**config.mk**
```make
export PLATFORM = sky130hd
export DESIGN_NAME = pc_sequencer
export DESIGN_NICKNAME = d
export VERILOG_FILES = /design/src/rtl/cpu_ctrl_pkg.sv /design/src/rtl/opclass_decode.sv /design/src/rtl/pc_sequencer.sv
export SDC_FILE = /design/constraint.sdc
export NUM_CORES = 1
export LEC_CHECK = 0
export CORE_UTILIZATION = 47
export CTS_BUF_LIST = sky130_fd_sc_hd__clkbuf_4 sky130_fd_sc_hd__clkbuf_8
export DETAILED_ROUTE_END_ITERATION = 6
export HOLD_SLACK_MARGIN = 0.02
export PLACE_DENSITY = 0.85
export SLEW_MARGIN = 5
export SYNTH_ARGS = -nofsm -noshare
export SYNTH_HDL_FRONTEND = slang
export SYNTH_HIERARCHICAL = 1
export SYNTH_SLANG_ARGS = --single-unit
```
**constraint.sdc**
```tcl
create_clock -name clk -period 3.3 [get_ports clk]
set_input_delay 0.66 -clock clk [delete_from_list [all_inputs] [get_ports clk]]
set_output_delay 0.66 -clock clk [all_outputs]
set_load 0.02 [all_outputs]
```
**src/rtl/cpu_ctrl_pkg.sv**
```systemverilog
// Shared control definitions: opcodes, FSM state encoding and opcode class vector.
// Imported by the PC sequencer and by the branch-condition logic so both agree on opcode values.
package cpu_ctrl_pkg;

  localparam logic [5:0] OP_ALU_R = 6'b000000;
  localparam logic [5:0] OP_ALU_I = 6'b000001;
  localparam logic [5:0] OP_SHF   = 6'b000010;
  localparam logic [5:0] OP_BR    = 6'b000011;
  localparam logic [5:0] OP_BMI   = 6'b000100;
  localparam logic [5:0] OP_BPL   = 6'b000101;
  localparam logic [5:0] OP_BZ    = 6'b000110;
  localparam logic [5:0] OP_LD    = 6'b001000;
  localparam logic [5:0] OP_ST    = 6'b001001;
  localparam logic [5:0] OP_HALT  = 6'b111111;

  localparam logic [31:0] RESET_PC = 32'h0000_0000;
  localparam logic [31:0] PC_STEP  = 32'd4;

  typedef enum logic [2:0] {
    ST_IDLE   = 3'd0,
    ST_FETCH  = 3'd1,
    ST_DECODE = 3'd2,
    ST_EXEC   = 3'd3,
    ST_MEM    = 3'd4,
    ST_WB     = 3'd5,
    ST_HALT   = 3'd6
  } state_e;

  // Exactly one bit is set for any opcode.
  typedef struct packed {
    logic alu;
    logic br;
    logic ld;
    logic st;
    logic halt;
    logic nop;
  } opclass_t;

  function automatic logic is_branch(input logic [5:0] op);
    return (op == OP_BR) || (op == OP_BMI) || (op == OP_BPL) || (op == OP_BZ);
  endfunction

endpackage

```
**src/rtl/opclass_decode.sv**
```systemverilog
// Combinational opcode to one-hot class decode; anything unrecognised is a NOP.
module opclass_decode
  import cpu_ctrl_pkg::*;
(
  input  logic [5:0] opcode_i,
  output opclass_t   class_o
);

  always_comb begin
    class_o = '0;
    if (is_branch(opcode_i)) begin
      class_o.br = 1'b1;
    end else begin
      case (opcode_i)
        OP_ALU_R, OP_ALU_I, OP_SHF: class_o.alu  = 1'b1;
        OP_LD:                      class_o.ld   = 1'b1;
        OP_ST:                      class_o.st   = 1'b1;
        OP_HALT:                    class_o.halt = 1'b1;
        default:                    class_o.nop  = 1'b1;
      endcase
    end
  end

endmodule

```
**src/rtl/pc_sequencer.sv**
```systemverilog
// Multi-cycle instruction sequencer and program counter owner.
// Strobes are pure decodes of the current state plus the relevant memory ready.
module pc_sequencer
  import cpu_ctrl_pkg::*;
(
  input  logic        clk,
  input  logic        rst,
  input  logic [5:0]  opcode,
  input  logic        pcsel,
  input  logic [31:0] target,
  input  logic        imem_rdy,
  input  logic        dmem_rdy,
  output logic        imem_req,
  output logic        ir_we,
  output logic        dmem_req,
  output logic        dmem_we,
  output logic        rf_we,
  output logic        retire,
  output logic        halted,
  output logic [31:0] pc,
  output logic [2:0]  state
);

  state_e      state_q, state_d;
  logic [31:0] pc_q, pc_d;
  logic [31:0] pc_inc;
  opclass_t    cls;

  opclass_decode u_opclass_decode (
    .opcode_i (opcode),
    .class_o  (cls)
  );

  assign pc_inc = pc_q + PC_STEP;

  always_ff @(posedge clk) begin
    if (rst) begin
      state_q <= ST_IDLE;
      pc_q    <= RESET_PC;
    end else begin
      state_q <= state_d;
      pc_q    <= pc_d;
    end
  end

  always_comb begin
    state_d  = state_q;
    pc_d     = pc_q;
    imem_req = 1'b0;
    ir_we    = 1'b0;
    dmem_req = 1'b0;
    dmem_we  = 1'b0;
    rf_we    = 1'b0;
    retire   = 1'b0;
    halted   = 1'b0;

    case (state_q)
      ST_IDLE: state_d = ST_FETCH;

      ST_FETCH: begin
        imem_req = 1'b1;
        if (imem_rdy) begin
          ir_we   = 1'b1;
          state_d = ST_DECODE;
        end
      end

      ST_DECODE: state_d = ST_EXEC;

      ST_EXEC: begin
        if (cls.halt) begin
          state_d = ST_HALT;
        end else if (cls.ld || cls.st) begin
          state_d = ST_MEM;
        end else if (cls.alu) begin
          state_d = ST_WB;
        end else if (cls.br || cls.nop) begin
          // target is taken verbatim; alignment is the datapath's concern
          pc_d    = (cls.br && pcsel) ? target : pc_inc;
          retire  = 1'b1;
          state_d = ST_FETCH;
        end else begin
          state_d = ST_FETCH;
        end
      end

      ST_MEM: begin
        dmem_req = 1'b1;
        dmem_we  = cls.st;
        if (dmem_rdy) begin
          if (cls.st) begin
            pc_d    = pc_inc;
            retire  = 1'b1;
            state_d = ST_FETCH;
          end else begin
            state_d = ST_WB;
          end
        end
      end

      ST_WB: begin
        rf_we   = 1'b1;
        pc_d    = pc_inc;
        retire  = 1'b1;
        state_d = ST_FETCH;
      end

      ST_HALT: halted = 1'b1;

      default: state_d = ST_IDLE;
    endcase
  end

  assign pc    = pc_q;
  assign state = state_q;

endmodule

```
==> flow_summary.ini <==
[finish]
antenna_cells = 0
final_cell_count_no_fill = 479
post_route_cells_drive_above_1_share_pct = 11.4
areaGrowthSynthToFinish_pct = 44.2
final_net_count = 457
final.fill_count = 408

[route]
detail_route.drc_violations = 0
totalWireLength_um = 7460
detail_route.first_pass.iterations = 5
drt.antenna.violating_nets = 0
routed_wire_length_per_instance_um = 15.6
dr.first_iter.drc_count = 337
viasPerCell = 6.21
vias = 2974

[global_route]
grt_antenna_before_repair = 0
grt_pass1_vias = 2662
groute.usage.overall_pct = 28.2
grt_start_max_net_pins = 41
overflow = 0
grt_first_pass_wirelength_um = 12000

[pwr]
switching_pwr_mw = 0.236
p_total_mw = 0.916
cellInternalPower_mw = 0.680
power_frac_seq_pct = 48.8
sw_frac_of_total_pct = 25.8
vdd.ir_drop.worst_mv = 0.180
share_clk_of_total_power_pct = 32.1
power_frac_comb_pct = 19.2
p_leak_nw = 1.18
power_per_cell_area_nw_per_um2 = 265

[cts]
holdBufCountCts = 0
clkTransAtPathRegs_ns = 0.07
cts_tree = built
post_cts_setup_buffers = 0
cts_inserted_buffers = 5
clock_tree.htree_level_count = 2
cts-root-buf = sky130_fd_sc_hd__clkbuf_8
tritoncts_num_sinks = 35
worst_skew_pair.late_latency_ns = 0.28
max-clock-path-buffers = 2

[synth]
synth_largest_area_cell = sky130_fd_sc_hd__dfxtp_1
yosys_register_bits = 35
synth_async_sr_flop_share_pct = 0
synth_flop_cell = sky130_fd_sc_hd__dfxtp_1
total_nets_after_synthesis = 365
synth.cells.most_frequent = 35 x sky130_fd_sc_hd__dfxtp_1, 29 x sky130_fd_sc_hd__a21oi_1, 25 x sky130_fd_sc_hd__nor2_1, 23 x sky130_fd_sc_hd__nand2_1, 23 x sky130_fd_sc_hd__o21ai_0
synth.cell_area_um2 = 2400
synth.avg_cell_area_um2 = 7.47
synthCells = 321
synth-edff-count = 0
netlist.area_leader.share_pct = 29.2
netlist_top_cells_area = sky130_fd_sc_hd__dfxtp_1 29%, sky130_fd_sc_hd__a21oi_1 6.1%, sky130_fd_sc_hd__o21ai_0 4.8%
synthDistinctLibCells = 65
yosysSeqAreaShare_pct = 29.2
yosys_warnings = 6
top_count_cell_post_synth = sky130_fd_sc_hd__dfxtp_1

[worst_setup_path]
path_max_fanout = 2
worstSetupStartpointType = input port
worstPathRequired_ns = 2.64
setup.worst_path.end_class = primary output
worstSetupPathType = input port to primary output
worstPathArrival_ns = 2.62
r2r_slack_ns = 0.87

[placed_design]
final_weighted_congestion_in_routability_driven_placement = 0.882
placed_cells_incl_taps = 473
hpwl_after_detailed_placement_um = 5430
placement.setup.worst_slack_ns = -0.460
port-buffer-count = 84

[timing]
worst_margin_pin_slew_ns = 0.391
timing.final.crit_share_pct = 99.4
post_layout_min_period_ns = 3.28
timing.clock.skew_ns = 0.00291
hold-worst-slack_ns = 0.502
rsz0062_at_grt = true
report.final.setup_viol = 0
final.setup.worst_slack_ns = 0.0213
slew_headroom_pct = 73.7
report.final.slew_viol_count = 0
fmax_ghz = 0.305
hold_viol_final = 0

[floorplanning]
die_outline_area_um2 = 5390
num_rows = 25
core_um2 = 4820
floorplan.initialDensity_pct = 49.8
floorplan.die.height_um = 73.4
pin_count = 85
fp.dieW_um = 73.4

[min_path]
hold_class = register to register

[status]
outcome = finished clean

[job]
max-cap-violations = 0
layout make-up:
class / count / area (µm²) / share of cell area [%]
Inverter: 8 / 30.0 / 0.868
Timing Repair Buffer: 106 / 1000 / 29.0
Clock buffer: 6 / 76.3 / 2.21
Sequential cell: 35 / 701 / 20.3
Multi-Input combinational cell: 257 / 1560 / 45.2
Tap cell: 67 / 83.8 / 2.42
path summary, 6_finish.rpt:
path / startpoint / to / cells past startpoint
min reg2reg: pc[1] / pc[1] / 2
min: pc[1] / pc[1] / 2
max: opcode[5] / retire / 8
max reg2reg: pc[11] / pc[31] / 5
cell usage in the layout (no fill, tap or decap), types with 3 or more instances in the layout:
master and n:
sky130_fd_sc_hd__a211oi_1 8, sky130_fd_sc_hd__a21o_1 3, sky130_fd_sc_hd__a21oi_1 29, sky130_fd_sc_hd__a22oi_1 5, sky130_fd_sc_hd__a31oi_1 6, sky130_fd_sc_hd__and2_1 7, sky130_fd_sc_hd__and3_1 6, sky130_fd_sc_hd__and4_2 4
sky130_fd_sc_hd__buf_4 22, sky130_fd_sc_hd__clkbuf_8 5, sky130_fd_sc_hd__clkdlybuf4s50_1 82, sky130_fd_sc_hd__dfxtp_1 35, sky130_fd_sc_hd__inv_1 8, sky130_fd_sc_hd__nand2_1 23, sky130_fd_sc_hd__nand2b_1 4, sky130_fd_sc_hd__nand3_1 19
sky130_fd_sc_hd__nand4_1 8, sky130_fd_sc_hd__nor2_1 25, sky130_fd_sc_hd__nor3_1 16, sky130_fd_sc_hd__nor4_1 6, sky130_fd_sc_hd__o21ai_0 23, sky130_fd_sc_hd__o22ai_1 3, sky130_fd_sc_hd__o31ai_1 4, sky130_fd_sc_hd__o32ai_1 3
sky130_fd_sc_hd__or3_1 5, sky130_fd_sc_hd__or4_1 3
worst max-delay path, stage by stage:
cell,delay (ns)
sky130_fd_sc_hd__clkdlybuf4s50_1,0.48
sky130_fd_sc_hd__or2_4,0.13
sky130_fd_sc_hd__nor4b_2,0.04
sky130_fd_sc_hd__and2b_1,0.17
sky130_fd_sc_hd__or4_4,0.51
sky130_fd_sc_hd__o32a_1,0.36
sky130_fd_sc_hd__inv_1,0.10
sky130_fd_sc_hd__buf_2,0.17
what timing repair did:
item	in CTS	in global routing
gates resized for setup	4	2
gates cloned	0	0
endpoints found under the setup margin	1	2
pin swaps	1	0
logic make-up after synthesis:
| kind of cell | count (synthesis) | share of synthesized area [%] |
|---|---|---|
| buf+inv | 29 | 5.79 |
| xor+xnor | 1 | 0.365 |
| simple gates | 146 | 34.1 |
| mux | 3 | 1.30 |
| compound gates | 106 | 28.7 |
| fa+ha+maj | 1 | 0.522 |
| flops | 35 | 29.2 |
routing by layer:
| layer | part of all wire, % | global-route usage [%] |
|---|---|---|
| met1 | 42 | 35.9 |
| met2 | 48 | 47.7 |
| met3 | 7.9 | 5.08 |
| met4 | 2.1 | 9.83 |
| met5 | 0 | 0 |
through the flow:
stage,instance area [µm²],TNS (ns),utilization (%)
CTS,3450,0,71.6
global route,3460,-0.0321,71.8
floorplan,2400,0,-
detailed placement,3380,-1.02,70.2
finish,3460,0,71.8
global placement,3380,-0.836,70.2
power groups by stage:
| stage | combinational, mW | clock, mW | sequential, mW |
|---|---|---|---|
| detailed placement | 0.173 | 0 | 0.456 |
| global route | 0.188 | 0.314 | 0.448 |
| CTS | 0.174 | 0.295 | 0.446 |
| global placement | 0.171 | 0 | 0.455 |
| floorplan | 0.0621 | 0 | 0.465 |
| finish | 0.175 | 0.294 | 0.447 |
flip-flops by register name, summed over array words and instances (netlist names):
register and cells:
state 3, pc 32
No activity file was read; power rests on OpenSTA's default activity.
